$ cat config.mk
export PLATFORM = sky130hd
export DESIGN_NAME = fp_multiplication
export DESIGN_NICKNAME = d
export VERILOG_FILES = /design/src/rtl/fp_pkg.sv /design/src/rtl/shift_add_multiplier.sv /design/src/rtl/fp_multiplication.sv
export SDC_FILE = /design/constraint.sdc
export NUM_CORES = 1
export LEC_CHECK = 0
export CAP_MARGIN = 20
export CORE_MARGIN = 2
export CORE_UTILIZATION = 53
export CTS_CLUSTER_DIAMETER = 150
export DETAILED_ROUTE_END_ITERATION = 10
export PLACE_DENSITY = 0.82
export SLEW_MARGIN = 20
export SYNTH_ARGS = -nofsm -noshare
export SYNTH_HDL_FRONTEND = slang
export SYNTH_HIERARCHICAL = 1
export SYNTH_SLANG_ARGS = --single-unit
$ cat constraint.sdc
create_clock -name clk -period 3.57 [get_ports clk]
set_input_delay 0.714 -clock clk [delete_from_list [all_inputs] [get_ports clk]]
set_output_delay 0.714 -clock clk [all_outputs]
set_load 0.01 [all_outputs]
$ cat src/rtl/fp_pkg.sv
// Shared IEEE-754 single-precision definitions for the ALU multiplier and divider.
package fp_pkg;

  localparam int unsigned MANT_W   = 24;
  localparam int unsigned EXP_BIAS = 127;
  localparam int unsigned FRAC_W   = MANT_W - 1;
  localparam int unsigned EXP_W    = 8;
  localparam int unsigned WORD_W   = 32;
  localparam int unsigned EXT_EXP_W = 10;

  localparam logic [WORD_W-1:0] QNAN    = 32'h7FC0_0000;
  localparam logic [EXP_W-1:0]  EXP_MAX = 8'hFF;

  typedef enum logic [1:0] {
    IDLE = 2'd0,
    MUL  = 2'd1,
    NORM = 2'd2,
    DONE = 2'd3
  } state_t;

  function automatic logic is_nan(input logic [EXP_W-1:0] e, input logic [FRAC_W-1:0] f);
    return (e == EXP_MAX) && (f != '0);
  endfunction

  function automatic logic is_inf(input logic [EXP_W-1:0] e, input logic [FRAC_W-1:0] f);
    return (e == EXP_MAX) && (f == '0);
  endfunction

  // Zero and denormals alike; denormals are flushed.
  function automatic logic is_zero(input logic [EXP_W-1:0] e);
    return e == '0;
  endfunction

endpackage

$ cat src/rtl/shift_add_multiplier.sv
// Sequential MANT_W x MANT_W shift-add mantissa multiplier; one partial product per cycle.
module shift_add_multiplier
  import fp_pkg::*;
(
  input  logic              clk,
  input  logic              rst,
  input  logic              start,
  input  logic [MANT_W-1:0] mcand,
  input  logic [MANT_W-1:0] mplier,
  output logic              done_c,
  output logic [MANT_W:0]   product
);

  localparam int unsigned PROD_W = 2 * MANT_W;
  localparam int unsigned CNT_W  = $clog2(MANT_W);

  logic              running;
  logic [CNT_W-1:0]  count;
  logic [MANT_W-1:0] mcand_q;
  logic [MANT_W-1:0] mplier_q;
  logic [PROD_W-1:0] acc;

  // Asserted during the final iteration; acc holds the full product one edge later.
  assign done_c  = running && (count == CNT_W'(MANT_W - 1));
  // Only the top MANT_W+1 bits matter to a truncating normaliser.
  assign product = acc[PROD_W-1 -: MANT_W+1];

  always_ff @(posedge clk) begin
    if (rst) begin
      running  <= 1'b0;
      count    <= '0;
      mcand_q  <= '0;
      mplier_q <= '0;
      acc      <= '0;
    end else if (start) begin
      running  <= 1'b1;
      count    <= '0;
      mcand_q  <= mcand;
      mplier_q <= mplier;
      acc      <= '0;
    end else if (running) begin
      if (mplier_q[0]) begin
        acc <= acc + (PROD_W'(mcand_q) << count);
      end
      mplier_q <= mplier_q >> 1;
      count    <= count + CNT_W'(1);
      if (done_c) begin
        running <= 1'b0;
      end
    end
  end

endmodule

$ cat src/rtl/fp_multiplication.sv
// Multi-cycle IEEE-754 single-precision multiplier with valid/ready on both sides.
module fp_multiplication
  import fp_pkg::*;
(
  input  logic              clk,
  input  logic              rst,
  input  logic              in_valid,
  output logic              in_ready,
  input  logic [WORD_W-1:0] in1,
  input  logic [WORD_W-1:0] in2,
  output logic              out_valid,
  input  logic              out_ready,
  output logic [WORD_W-1:0] out,
  output logic              busy
);

  state_t                 state_q, state_d;
  logic [WORD_W-1:0]      out_d;
  logic                   sign_q, sign_d;
  logic [EXT_EXP_W-1:0]   exp_q, exp_d;
  logic                   start_c;
  logic                   mul_done_c;
  logic [MANT_W:0]        prod_hi;

  logic                   a_nan, b_nan, a_inf, b_inf, a_zero, b_zero, sign_in;
  logic signed [EXT_EXP_W-1:0] e_norm;
  logic [FRAC_W-1:0]      frac;

  shift_add_multiplier u_mant (
    .clk     (clk),
    .rst     (rst),
    .start   (start_c),
    .mcand   ({1'b1, in1[FRAC_W-1:0]}),
    .mplier  ({1'b1, in2[FRAC_W-1:0]}),
    .done_c  (mul_done_c),
    .product (prod_hi)
  );

  always_ff @(posedge clk) begin
    if (rst) begin
      state_q   <= IDLE;
      out       <= '0;
      sign_q    <= 1'b0;
      exp_q     <= '0;
      in_ready  <= 1'b1;
      out_valid <= 1'b0;
      busy      <= 1'b0;
    end else begin
      state_q   <= state_d;
      out       <= out_d;
      sign_q    <= sign_d;
      exp_q     <= exp_d;
      in_ready  <= (state_d == IDLE);
      out_valid <= (state_d == DONE);
      busy      <= (state_d != IDLE);
    end
  end

  always_comb begin
    state_d = state_q;
    out_d   = out;
    sign_d  = sign_q;
    exp_d   = exp_q;
    start_c = 1'b0;

    a_nan   = is_nan(in1[30:23], in1[FRAC_W-1:0]);
    b_nan   = is_nan(in2[30:23], in2[FRAC_W-1:0]);
    a_inf   = is_inf(in1[30:23], in1[FRAC_W-1:0]);
    b_inf   = is_inf(in2[30:23], in2[FRAC_W-1:0]);
    a_zero  = is_zero(in1[30:23]);
    b_zero  = is_zero(in2[30:23]);
    sign_in = in1[31] ^ in2[31];

    // Result exponent grows by one when the product mantissa lands in [2,4).
    e_norm  = $signed(exp_q + EXT_EXP_W'(prod_hi[MANT_W]));
    frac    = prod_hi[MANT_W] ? prod_hi[MANT_W-1:1] : prod_hi[MANT_W-2:0];

    unique case (state_q)
      IDLE: begin
        if (in_valid) begin
          sign_d = sign_in;
          exp_d  = EXT_EXP_W'(in1[30:23]) + EXT_EXP_W'(in2[30:23]) - EXT_EXP_W'(EXP_BIAS);
          if (a_nan || b_nan || (a_zero && b_inf) || (a_inf && b_zero)) begin
            out_d   = QNAN;
            state_d = DONE;
          end else if (a_inf || b_inf) begin
            out_d   = {sign_in, EXP_MAX, FRAC_W'(0)};
            state_d = DONE;
          end else if (a_zero || b_zero) begin
            out_d   = {sign_in, 31'h0};
            state_d = DONE;
          end else begin
            start_c = 1'b1;
            state_d = MUL;
          end
        end
      end
      MUL: begin
        if (mul_done_c) begin
          state_d = NORM;
        end
      end
      NORM: begin
        if (e_norm >= $signed(EXT_EXP_W'(255))) begin
          out_d = {sign_q, EXP_MAX, FRAC_W'(0)};
        end else if (e_norm <= $signed(EXT_EXP_W'(0))) begin
          out_d = {sign_q, 31'h0};
        end else begin
          out_d = {sign_q, e_norm[EXP_W-1:0], frac};
        end
        state_d = DONE;
      end
      DONE: begin
        if (out_ready) begin
          state_d = IDLE;
        end
      end
      default: state_d = IDLE;
    endcase
  end

endmodule

==> impl_metrics.ini <==
[timing]
rsz0062_at_grt = yes
setup_ws_ps = -376
fin_crit_ps = 3950
fin_crit_sh_pct = 111
timing.fmax_ghz = 0.253
setup_viol = 29
max_slew_margin_pct = 44.9
hold_violations = 0
drv_slew = 0
fin_skew_ps = 13.0
tightestPinTransition_ps = 826

[critical_path]
r2r-end = u_mant/acc[42]$_SDFFE_PP0P_
start_kind = flop
cp_data_arrival_time_ps = 4280
timing.rr.start = u_mant/count[0]$_SDFFE_PP0P_
rr_worst_depth = 16
reg2reg_slack_ps = -380
path_max_fanout = 5
cp-end-kind = flop
worstPathRequired_ps = 3900
worstSetupPathType = reg -> reg

[synthesis]
ys_warn_count = 6
synth_seq_area_share_pct = 26.9
ys.flop_type = dfxtp_1
syn_area_sq_mm = 0.0112
yosysUniqueCellTypes = 92
ys_ff_latch = 150
synth_area_per_cell_sq_um = 8.14
async_reset_ff_share_pct = 0
synthCells = 1371
synth_edf_count = 0

[min_path]
min_path_cells = 2
hp-start = u_mant/acc[7]$_SDFFE_PP0P_
hold_path_end = u_mant/acc[7]$_SDFFE_PP0P_
hold_path_class = reg -> reg

[clocking]
cts_tree = done
htreeDepth = 4
root_buffer = clkbuf_16
ctsHoldBuffers = 0
clk_pin_slew_worst_paths_ps = 60
clk_path_buf_depth = 2
cts.sinks = 150
clkLatencyLatePin_ps = 450
numCtsBuffers = 17

[pwr]
irDropWorstVdd_mv = 0.314
cellPowerDensity_mw_per_mm2 = 295
p_leak_nw = 5.98

[die]
die_w_um = 149
core.rowCount = 53
die_y_um = 149
start_util_pct = 53.6
dieArea_sq_mm = 0.0222
core_sq_mm = 0.0208
io_pins = 103

[detailed_routing]
drt_iter0_drc = 1278
drc = 0
num_vias = 11946
vias_per_cell = 6.26
wirelength_um = 38000
antenna_left = 0
wire_per_inst_um = 19.9
dr.pass1.iters = 8

[run]
maxCapViolCount = 0

[layout]
nFillCells = 1505
drive_above_1_share_pct = 28.3
final_cell_area_sq_mm = 0.0151
n_antenna_cell = 0
final_nets = 1755
final_common_cell = buf_4
multi_input_area_sq_mm = 0.00813
seqCellArea_sq_mm = 0.00301
final_cell_mix = buf_4, nor2_1, dfxtp_1
areaGrowthSynthToFinish_pct = 35.0

[place]
io_buffers = 102
hpwlAfterDp_um = 24000
preCtsSetupSlack_ps = -383
routabilityCongestion = 1.03
dpl_cell_area_sq_mm = 0.0136

[grt]
first_global_vias = 11211
antenna_found_initial = 1
grt_util_all_layers_pct = 31.2
grt_pass1_wl_um = 55900
grt_max_degree = 73
overflow = 0

[status]
status = complete, but fails checks
violations = negative setup slack
[flip-flops by register name, summed over array words and instances (netlist names)]
signal / flops
state_q: 2
u_mant/running: 1
u_mant/count: 5
in_ready: 1
busy: 1
u_mant/mcand_q: 24
exp_q: 10
sign_q: 1
out: 32
u_mant/acc: 48
u_mant/mplier_q: 24
out_valid: 1
[worst max path at each step]
stage / from / to / cells after the start
2_1_floorplan: u_mant/count[0]$_SDFFE_PP0P_ / u_mant/acc[42]$_SDFFE_PP0P_ / 17
3_3_place_gp: u_mant/count[0]$_SDFFE_PP0P_ / u_mant/acc[43]$_SDFFE_PP0P_ / 14
3_5_place_dp: u_mant/count[1]$_SDFFE_PP0P_ / u_mant/acc[35]$_SDFFE_PP0P_ / 16
4_1_cts: u_mant/count[0]$_SDFFE_PP0P_ / u_mant/acc[42]$_SDFFE_PP0P_ / 16
5_1_grt: u_mant/count[1]$_SDFFE_PP0P_ / u_mant/acc[47]$_SDFFE_PP0P_ / 17
6_report: u_mant/count[0]$_SDFFE_PP0P_ / u_mant/acc[42]$_SDFFE_PP0P_ / 16
[through the flow]
step           util (%)  total power, mW  setup TNS [ps]  std cells  hold slack (ps)
6_report           72.3             4.44           -7100       1908              461
5_1_grt            72.3             4.57          -10450       1908              478
4_1_cts            70.4             4.35           -1250       1899              463
3_5_place_dp       65.2             2.56           -5490       1853              448
3_3_place_gp       65.2             2.53           -3050       1853              445
2_1_floorplan         -             2.27            -275       1372              436
[power breakdown]
group          total (mW)  internal, mW  switching (mW)
clock network        1.76         0.995           0.767
logic               0.883         0.427           0.456
registers            1.80          1.73          0.0682
total                4.44          3.15            1.29
[metal layers]
layer  share of wire (%)  wire length (um)  track usage [%]
met1                  39             14900             38.9
met2                  48             18100             53.2
met3                 8.1              3070             5.50
met4                 5.1              1940             13.0
met5               0.034                13                0
[final cells by class]
class	instances	area share [%]
well taps	275	2.28
inverters	25	0.623
multi-input cells	1078	54.0
flip-flops and latches	150	20.0
repair buffers	348	19.4
clock buffers	21	3.06
clock inverters	11	0.648
[cells in the mapped netlist (all sizes together) (10+ instances only)]
library cell / count / area (sq um)
a211oi: 12 / 100
a21o: 22 / 165
a21oi: 139 / 711
a31oi: 15 / 109
buf: 64 / 438
clkbuf: 53 / 199
dfxtp: 150 / 3000
ha: 65 / 813
inv: 24 / 90.1
mux2: 17 / 191
mux2i: 111 / 1110
nand2: 134 / 503
nand2b: 11 / 68.8
nand3: 30 / 163
nand4: 26 / 169
nor2: 161 / 604
nor3: 21 / 110
nor4: 15 / 93.8
o21a: 10 / 75.1
o21ai: 66 / 342
o21bai: 11 / 82.6
o22ai: 13 / 81.3
o2bb2ai: 23 / 327
or3: 11 / 70.1
xnor2: 39 / 342
xor2: 12 / 105
[cells by family (layout without fill, tap and decap cells)]
kind of cell	after synthesis	after routing	synth area share [%]
flops	150	150	26.9
other cells	1	2	0.0336
compound gates	367	367	22.7
buf+inv	144	405	6.73
mux	134	134	12.9
simple gates	457	457	19.1
xor+xnor	51	51	4.00
fa+ha+maj	67	67	7.65
[critical path, cell delays in order, from the launching register on]
cell and delay, ps:
dfxtp_4 370, buf_6 140, mux4_2 580, mux2i_2 240, mux2_4 210, o22ai_1 90
ha_1 390, buf_4 140, buf_4 140, nand3_1 130, o21ai_2 250, a221o_1 240
a21oi_4 70, o21ai_4 180, a31oi_4 120, o2111a_1 270, a221o_1 250
[repair_timing]
item	4_1_cts	5_1_grt
endpoints found under the setup margin	30	34
pin swaps	40	23
gates resized for setup	110	73
cloned	1	0
buffers inserted	14	9
No activity file was read; power rests on OpenSTA's default activity.
